## config.mk

```make
export PLATFORM = sky130hd
export DESIGN_NAME = score_bcd_converter_flat
export DESIGN_NICKNAME = d
export VERILOG_FILES = /design/src/rtl/score_bcd_converter_if.sv /design/src/rtl/score_bcd_converter.sv /design/src/flat_wrapper.sv
export SDC_FILE = /design/constraint.sdc
export NUM_CORES = 1
export LEC_CHECK = 0
export CAP_MARGIN = 20
export CORE_MARGIN = 10
export CORE_UTILIZATION = 55
export DETAILED_ROUTE_END_ITERATION = 12
export GPL_TIMING_DRIVEN = 0
export HOLD_SLACK_MARGIN = 0.03
export PLACE_DENSITY = 0.8
export SLEW_MARGIN = 15
export SYNTH_ARGS = -nofsm -noshare
export SYNTH_HDL_FRONTEND = slang
export SYNTH_SLANG_ARGS = --single-unit
```

## constraint.sdc

```tcl
create_clock -name clk -period 1.9 [get_ports clk]
set_input_delay 0.19 -clock clk [delete_from_list [all_inputs] [get_ports clk]]
set_output_delay 0.19 -clock clk [all_outputs]
set_load 0.01 [all_outputs]
```

## src/rtl/score_bcd_converter_if.sv

```systemverilog
// score_bcd_converter_if: handshake/data bundle between the score producer and the
// binary-to-BCD converter.
//   score_in   : binary score, sampled by the converter only when it accepts a start
//   start      : conversion request, level-sampled every rising edge
//   busy       : conversion in progress
//   done       : one-cycle pulse, high the cycle digits_out updates
//   digits_out : packed BCD digits, digit 0 least significant
//   saturated  : last completed conversion was clamped to all nines
//   blank_mask : leading-zero mask (present only when SCORE_BCD_BLANK_EN is defined)
// master modport: score producer side. slave modport: converter side.
interface score_bcd_converter_if #(
  parameter int unsigned BIN_WIDTH = 26,
  parameter int unsigned DIGITS    = 6
) ();

  logic [BIN_WIDTH-1:0] score_in;
  logic                 start;
  logic                 busy;
  logic                 done;
  logic [4*DIGITS-1:0]  digits_out;
  logic                 saturated;
`ifdef SCORE_BCD_BLANK_EN
  logic [DIGITS-1:0]    blank_mask;

  modport master (
    output score_in, start,
    input  busy, done, digits_out, saturated, blank_mask
  );

  modport slave (
    input  score_in, start,
    output busy, done, digits_out, saturated, blank_mask
  );
`else
  modport master (
    output score_in, start,
    input  busy, done, digits_out, saturated
  );

  modport slave (
    input  score_in, start,
    output busy, done, digits_out, saturated
  );
`endif

endinterface

```

## src/rtl/score_bcd_converter.sv

```systemverilog
// score_bcd_converter: iterative double-dabble binary-to-BCD converter.
// A start in IDLE captures score_in; BIN_WIDTH shift-and-add-3 iterations later the
// result (or all nines if the snapshot exceeded SAT_VALUE) is registered onto
// digits_out together with a one-cycle done pulse. A start seen while busy is
// remembered and launches one more conversion right after the current one.
// Ports:
//   clk   : system clock
//   reset : asynchronous, active-low reset
//   bus   : score_bcd_converter_if.slave (score_in, start -> busy, done,
//           digits_out, saturated [, blank_mask])
// Optional feature: define SCORE_BCD_BLANK_EN to add the registered blank_mask output
// (bit i set when digit i and every higher digit are zero; bit 0 never set).
module score_bcd_converter #(
  parameter int unsigned BIN_WIDTH = 26,
  parameter int unsigned DIGITS    = 6,
  parameter int unsigned SAT_VALUE = 999999
) (
  input logic                  clk,
  input logic                  reset,
  score_bcd_converter_if.slave bus
);

  localparam int unsigned BcdW = 4 * DIGITS;
  localparam int unsigned CntW = $clog2(BIN_WIDTH + 1);
  localparam int unsigned CmpW = (BIN_WIDTH > 32) ? BIN_WIDTH : 32;
  localparam logic [CntW-1:0] LastIter = CntW'(BIN_WIDTH - 1);
  localparam logic [BcdW-1:0] AllNines = {DIGITS{4'h9}};

  typedef enum logic [0:0] {StIdle, StConvert} state_e;

  state_e               state_q;
  logic [BIN_WIDTH-1:0] bin_q;
  logic [BcdW-1:0]      bcd_q;
  logic [CntW-1:0]      cnt_q;
  logic                 sat_flag_q;
  logic                 pending_q;
  logic                 busy_q;
  logic                 done_q;
  logic                 saturated_q;
  logic [BcdW-1:0]      digits_q;

  logic [BcdW-1:0]      bcd_adj;
  logic [BcdW-1:0]      bcd_shift;
  logic [BIN_WIDTH-1:0] bin_shift;
  logic [BcdW-1:0]      digits_nxt;
  logic                 score_over;

  // One double-dabble iteration: correct each nibble, then shift {bcd, bin} left.
  // The bit leaving the top nibble is dropped; saturation covers those inputs.
  always_comb begin
    bcd_adj = bcd_q;
    for (int i = 0; i < int'(DIGITS); i++) begin
      if (bcd_q[4*i +: 4] >= 4'd5) begin
        bcd_adj[4*i +: 4] = bcd_q[4*i +: 4] + 4'd3;
      end
    end
    {bcd_shift, bin_shift} = {bcd_adj[BcdW-2:0], bin_q, 1'b0};
  end

  assign score_over = CmpW'(bus.score_in) > CmpW'(SAT_VALUE);
  assign digits_nxt = sat_flag_q ? AllNines : bcd_shift;

`ifdef SCORE_BCD_BLANK_EN
  logic [DIGITS-1:0] blank_nxt;
  logic [DIGITS-1:0] blank_q;
  logic              upper_zero;

  always_comb begin
    blank_nxt  = '0;
    upper_zero = 1'b1;
    for (int i = int'(DIGITS) - 1; i >= 1; i--) begin
      upper_zero   = upper_zero && (digits_nxt[4*i +: 4] == 4'd0);
      blank_nxt[i] = upper_zero;
    end
  end
`endif

  always_ff @(posedge clk or negedge reset) begin
    if (!reset) begin
      state_q     <= StIdle;
      bin_q       <= '0;
      bcd_q       <= '0;
      cnt_q       <= '0;
      sat_flag_q  <= 1'b0;
      pending_q   <= 1'b0;
      busy_q      <= 1'b0;
      done_q      <= 1'b0;
      saturated_q <= 1'b0;
      digits_q    <= '0;
`ifdef SCORE_BCD_BLANK_EN
      blank_q     <= {{(DIGITS-1){1'b1}}, 1'b0};
`endif
    end else begin
      done_q <= 1'b0;
      case (state_q)
        StIdle: begin
          // A request remembered during the previous conversion counts as a start
          // here; it is consumed by this launch.
          if (bus.start || pending_q) begin
            bin_q      <= bus.score_in;
            bcd_q      <= '0;
            cnt_q      <= '0;
            sat_flag_q <= score_over;
            pending_q  <= 1'b0;
            busy_q     <= 1'b1;
            state_q    <= StConvert;
          end
        end
        StConvert: begin
          if (bus.start) begin
            pending_q <= 1'b1;
          end
          bin_q <= bin_shift;
          bcd_q <= bcd_shift;
          cnt_q <= cnt_q + CntW'(1);
          if (cnt_q == LastIter) begin
            digits_q    <= digits_nxt;
            saturated_q <= sat_flag_q;
            done_q      <= 1'b1;
            busy_q      <= 1'b0;
            state_q     <= StIdle;
`ifdef SCORE_BCD_BLANK_EN
            blank_q     <= blank_nxt;
`endif
          end
        end
        default: state_q <= StIdle;
      endcase
    end
  end

  assign bus.busy       = busy_q;
  assign bus.done       = done_q;
  assign bus.digits_out = digits_q;
  assign bus.saturated  = saturated_q;
`ifdef SCORE_BCD_BLANK_EN
  assign bus.blank_mask = blank_q;
`endif

endmodule
```

## src/flat_wrapper.sv

```systemverilog
// flat-port wrapper written by rule: the top's interface ports become plain ports
module score_bcd_converter_flat 
#(
  parameter int unsigned BIN_WIDTH = 26,
  parameter int unsigned DIGITS    = 6,
  parameter int unsigned SAT_VALUE = 999999
)
  (clk, reset, bus_score_in, bus_start, bus_busy, bus_done, bus_digits_out, bus_saturated);
  score_bcd_converter_if #(.BIN_WIDTH(BIN_WIDTH), .DIGITS(DIGITS)) bus_i ();
  input logic clk;
  input logic reset;
  input wire logic [$bits(bus_i.score_in)-1:0] bus_score_in;
  input wire logic [$bits(bus_i.start)-1:0] bus_start;
  output wire logic [$bits(bus_i.busy)-1:0] bus_busy;
  output wire logic [$bits(bus_i.done)-1:0] bus_done;
  output wire logic [$bits(bus_i.digits_out)-1:0] bus_digits_out;
  output wire logic [$bits(bus_i.saturated)-1:0] bus_saturated;
  assign bus_i.score_in = bus_score_in;
  assign bus_i.start = bus_start;
  assign bus_busy = bus_i.busy;
  assign bus_done = bus_i.done;
  assign bus_digits_out = bus_i.digits_out;
  assign bus_saturated = bus_i.saturated;
  score_bcd_converter #(.BIN_WIDTH(BIN_WIDTH), .DIGITS(DIGITS), .SAT_VALUE(SAT_VALUE)) u_core (.clk(clk), .reset(reset), .bus(bus_i));
endmodule
```

==> results of run 1 <==
[cells in the mapped netlist (8+ instances only)]
master | count | area [sq um]
nand2_1 | 74 | 278
o21ai_0 | 50 | 250
a21oi_1 | 24 | 120
clkbuf_1 | 8 | 30.0
ha_1 | 14 | 175
buf_2 | 9 | 45.0
nor2_1 | 22 | 82.6
dfrtp_1 | 85 | 2130
inv_1 | 13 | 48.8
a22o_1 | 12 | 105
mux2i_1 | 38 | 380
[sequential cells by signal, summed over array words and instances, names as in the netlist]
name	count
u_core.bus.done	1
u_core.bin_q	26
u_core.sat_flag_q	1
u_core.bus.busy	1
u_core.pending_q	1
u_core.cnt_q	5
u_core.bcd_q	24
u_core.bus.saturated	1
u_core.bus.digits_out	24
u_core.state_q	1
[cell families (layout without fill, tap and decap cells)]
logic type / Yosys count / count (layout) / share of synthesized area (%)
XOR/XNOR: 7 / 7 / 1.48
AO/OA/AOI/OAI: 106 / 106 / 15.3
AND/OR/NAND/NOR: 127 / 127 / 14.2
adder cells (fa/ha/maj): 14 / 14 / 4.23
multiplexers: 39 / 39 / 9.45
buffers and inverters: 36 / 109 / 3.99
flip-flops: 85 / 85 / 51.3
[per-stage QoR]
stage	std cells	TNS (ps)	worst slack, ps	hold WS (ps)	power (mW)
2_1_floorplan	414	0	492	-106	5.26
3_3_place_gp	568	-203130	-2390	462	6.31
3_5_place_dp	569	0	149	220	6.51
4_1_cts	586	0	172	383	8.15
5_1_grt	586	0	40.7	409	8.71
6_report	586	0	145	365	8.13
[worst min path at each step]
stage                            end  slack [ps]  depth (start not counted)
floorplan            u_core.bcd_q[0]        -110                          0
global placement    u_core.bin_q[15]         460                          2
detailed placement  u_core.bcd_q[22]         220                          1
CTS                 u_core.bcd_q[22]         380                          2
global route        u_core.bcd_q[22]         410                          2
finish              u_core.bcd_q[22]         360                          2
[worst reg2reg max path: stages, from the launching register on]
cell	delay [ps]
dfrtp_1	370
buf_2	180
nor3_2	760
a21oi_1	120
mux2i_1	240
[layer usage]
metal | global-route usage (%) | up-vias | wire length [um]
met2 | 32.1 | 105 | 5210
met1 | 22.0 | 1639 | 4360
met4 | 6.96 | 0 | 176
met3 | 3.53 | 15 | 562
li1 | - | 1573 | -
met5 | 0 | - | 0
[power by group]
group | internal [mW] | total [mW] | switching, mW
sequential | 2.58 | 3.20 | 0.627
combinational | 1.61 | 3.34 | 1.73
clock | 0.915 | 1.58 | 0.665
total | 5.10 | 8.13 | 3.02
[area by class of cell]
| type | count | area (sq um) | share of cell area [%] |
|---|---|---|---|
| Sequential cell | 85 | 2130 | 41.8 |
| Multi-Input combinational cell | 293 | 1850 | 36.3 |
| Timing Repair Buffer | 57 | 578 | 11.3 |
| Clock buffer | 11 | 141 | 2.78 |
| Tap cell | 99 | 124 | 2.43 |
| Buffer | 22 | 113 | 2.21 |
| Clock inverter | 5 | 108 | 2.11 |
| Inverter | 14 | 52.6 | 1.03 |
[timing repair]
item / 4_1_cts / 5_1_grt
hold endpoints to repair: 42 / 0
setup buffers: 0 / 0
endpoints found under the setup margin: 0 / 0
hold buffers: 1 / 0
resized for setup: 0 / 0
==> flow_summary.ini, run 1 <==
[outcome]
status = complete, no violations

[placed_design]
portBuffers = 55
place_area_sq_mm = 0.00483
gpl.final_weighted_congestion = 0.849
dpl.hpwl_um = 7220

[floorplanning]
die_w_um = 107
dieArea_sq_mm = 0.0114
io_pins = 56
initial_utilization_pct = 56.8
row_count = 31
core_sq_mm = 0.00729
die_h_um = 107

[logic_synthesis]
synthFlopType = dfrtp_1
synthArstFlopShare_pct = 100
synthCells = 414
ys_types = 36
syn_nets = 457
netlist_area_sq_mm = 0.00414
ys_warn_count = 0
postSynthAreaPerCell_sq_um = 10.0
synth_edf_count = 0
synth-seq-cells = 85
ys_seq_area_share_pct = 51.3

[critical_path]
r2r_cells = 4
cp_slowest_stage_delay_ps = 760
crit_chain = buf_2 > nor3_2 > a21oi_1 > mux2i_1
critPathTopFamily = simple AND/OR/NAND/NOR gates
crit_arrival_ps = 2020
worst-r2r-setup-slack_ps = 150
crit_slowest_cell = nor3_2
r2r-start = u_core.state_q
worstSetupEndpoint = u_core.cnt_q[4]
critPathRequiredTime_ps = 2160
end_kind = flip-flop
crit_cells = 4
path_max_fanout = 10
reg2reg_to = u_core.cnt_q[4]
cp.buffers_inverters = 1
cp-start-kind = flip-flop
crit_type = reg2reg
startpoint = u_core.state_q

[run]
maxCapViolCount = 0

[route]
vias = 3332
vias_per_cell = 5.69
wirelength_um = 10300
route.detailed.drc = 0
wl_per_cell_um = 17.6
drtPass1Iterations = 5
drtIter0Drc = 165
ant_nets = 0

[sta]
finalSetupViolations = 0
drv_slew = 0
fmax_mhz = 570
rsz0062_at_grt = false
finClkSkew_ps = 10.1
fin_crit_ps = 1750
period_share_pct = 92.4
finalHoldViolations = 0
relSlewSlack_pct = 39.6
worst_pin_slew_ps = 900

[layout]
layout_common_cells = dfrtp_1, nand2_1, clkdlybuf4s50_1
finalNetCount = 525
utilization_pct = 69.9
area_growth_syn_to_layout_pct = 23.0
antenna_cells = 0
fillers = 570
drive_gt1_share_pct = 7.39
final_cell_area_sq_mm = 0.00509
layout_commonest_cell = dfrtp_1

[clocking]
clkTransAtPathRegs_ps = 90
cts_tree = yes
cts_buffers = 9
cts_max_path_buffers = 2
clk_latency_ps = 360
htree_levels = 3
root_buffer = clkbuf_8
clock_sink_count = 85

[grt]
gr-total-overflow = 0
first_global_vias = 3494
antenna_found_initial = 0
grt_max_degree = 44
grt_first_pass_wirelength_um = 17100
grt_usage_pct = 18.4

[power_and_ir_drop]
vdd_drop_max_uv = 711
p_leak_nw = 2.24
powerDensity_mw_per_mm2 = 1600

[hold_path]
hold_path.class = in2async
(Power assumes the default switching activity.)
==> run 2, diff against run 1 <==
- CTS_CLUSTER_SIZE: unset -> 10
==> results of run 2 <==
Same layout as run 1: the final DEF is identical, and so are final timing and power.
==> run 3, diff against run 2 <==
- CORE_ASPECT_RATIO: unset -> 0.75
==> run 3 against run 2 <==
  * Die area is 0.31% higher
  * Hold slack lost 11 ps
  * Core utilization is 0.98 points lower
  * First-iteration DRC count increased by 88%
  * Sequential cell count unchanged
  * Worst setup slack improved by 26 ps
  * Design area down 0.88%
  * Wire length increased by 3.1%
  * Critical path depth rose by 3
  * Clock skew decreased by 1.9 ps
  * Via count is essentially flat
==> flow_summary.ini, run 3 (synthesis results as in run 1) <==
[floorplanning]
core_sq_mm = 0.00733
dieArea_sq_mm = 0.0114
die_w_um = 120
die_h_um = 95.2
initial_utilization_pct = 56.5
row_count = 27
io_pins = 56

[layout]
area_growth_syn_to_layout_pct = 21.9
drive_gt1_share_pct = 6.98
antenna_cells = 0
largest_register_ff_count = 26
layout_common_cells = dfrtp_1, nand2_1, clkdlybuf4s50_1
finalNonFillerCells = 588
utilization_pct = 68.9
finalNetCount = 525
regMostFlops = u_core.bin_q
layout_commonest_cell = dfrtp_1
final_cell_area_sq_mm = 0.00505

[clocking]
htree_levels = 3
cts_tree = yes
root_buffer = clkbuf_8
clkTransAtPathRegs_ps = 80
clk_latency_ps = 350
post_cts_buffers = 0
cts_buffers = 9
cts_hold_buf = 1
cts_max_path_buffers = 2
clock_sink_count = 85
post_cts_resized = 0

[grt]
grt_usage_pct = 19.2
antenna_found_initial = 0
first_global_vias = 3464
grt_first_pass_wirelength_um = 17500
gr-total-overflow = 0
grt_max_degree = 47

[critical_path]
cp_slowest_stage_delay_ps = 440
crit_type = reg2reg
crit_arrival_ps = 2000
startpoint = u_core.bcd_q[0]
crit_slowest_cell = dfrtp_1
r2r-start = u_core.bcd_q[0]
end_kind = flip-flop
cp-start-kind = flip-flop
critPathRequiredTime_ps = 2170
cp.buffers_inverters = 1
crit_chain = inv_1 > ha_1 > nand2b_1 > a21oi_1 > mux2i_1 > nand2_1 > o21ai_0
path_max_fanout = 5
critPathTopFamily = flip-flops

[sta]
finalHoldViolations = 0
fin_setup_tns_ps = 0
period_share_pct = 91.0
relSlewSlack_pct = 42.9
fmax_mhz = 578
whs_ps = 353
setup_ws_ps = 171
finalSetupViolations = 0
drv_slew = 0
worst_pin_slew_ps = 851
fin_crit_ps = 1730
finClkSkew_ps = 8.13
rsz0062_at_grt = false

[power_and_ir_drop]
vdd_drop_max_uv = 897
combPwrFrac_pct = 43.0
pwr-share-clk_pct = 16.3
p_switching_mw = 3.03
powerDensity_mw_per_mm2 = 1560
p_seq_share_pct = 40.7
p_leak_nw = 2.21
p_total_mw = 7.87
internal_power_mw = 4.84
p_sw_share_pct = 38.5

[route]
wl_per_cell_um = 18.1
vias_per_cell = 5.66
wirelength_um = 10600
route.detailed.drc = 0
vias = 3331
drtIter0Drc = 311
ant_nets = 0
drtPass1Iterations = 4

[hold_path]
hold_path.class = in2async

[placed_design]
dpl.hpwl_um = 7630
gpl.final_weighted_congestion = 0.812
dp_worst_setup_slack_ps = 131
place_area_sq_mm = 0.00484
portBuffers = 55
place_inst = 571

[outcome]
status = complete, no violations

[run]
maxCapViolCount = 0
## run 3: changes by cell type in the layout (fill, tap and decap cells not counted), sizes merged
cell / delta
bufinv: -2
clkbuf: +2
clkinv: -2
clkinvlp: +2
## run 3: worst register-to-register path, stage by stage, from the launching register on
cell      delay, ps
dfrtp_1         440
inv_1           100
ha_1            210
nand2b_1         90
a21oi_1         250
mux2i_1         370
nand2_1         100
o21ai_0         100
## run 3: power by group through the flow
stage                     sequential [mW]  combinational, mW  clock [mW]
after global routing                 3.31               3.77        1.39
after floorplan                      3.19               2.07           0
after detailed placement             3.22               3.36           0
after CTS                            3.19               3.40        1.30
after global placement               3.16               3.16           0
final                                3.21               3.38        1.28
## run 3: cell type report
cell class,instances,area (sq um)
Timing Repair Buffer,57,586
Clock inverter,3,45.0
Inverter,14,52.6
Clock buffer,13,149
Fill cell,579,2280
Buffer,22,113
Tap cell,101,126
Multi-Input combinational cell,293,1850
Sequential cell,85,2130
## run 3: final timing paths
check,to,slack (ps),cells after the start
max in group asynchronous,u_core.bus.digits_out[4],930,3
min in group clk,u_core.bin_q[0],470,3
max reg2reg,u_core.bcd_q[2],170,7
min reg2reg,u_core.bin_q[14],490,2
min,u_core.bin_q[5],350,2
max,u_core.bcd_q[2],170,7
## run 3: layer usage
layer,track usage (%),part of all wire [%],up-vias
met1,24.2,43,1644
li1,-,-,1567
met4,4.81,1.2,0
met2,31.9,48,107
met5,0,0,-
met3,5.73,7.9,13
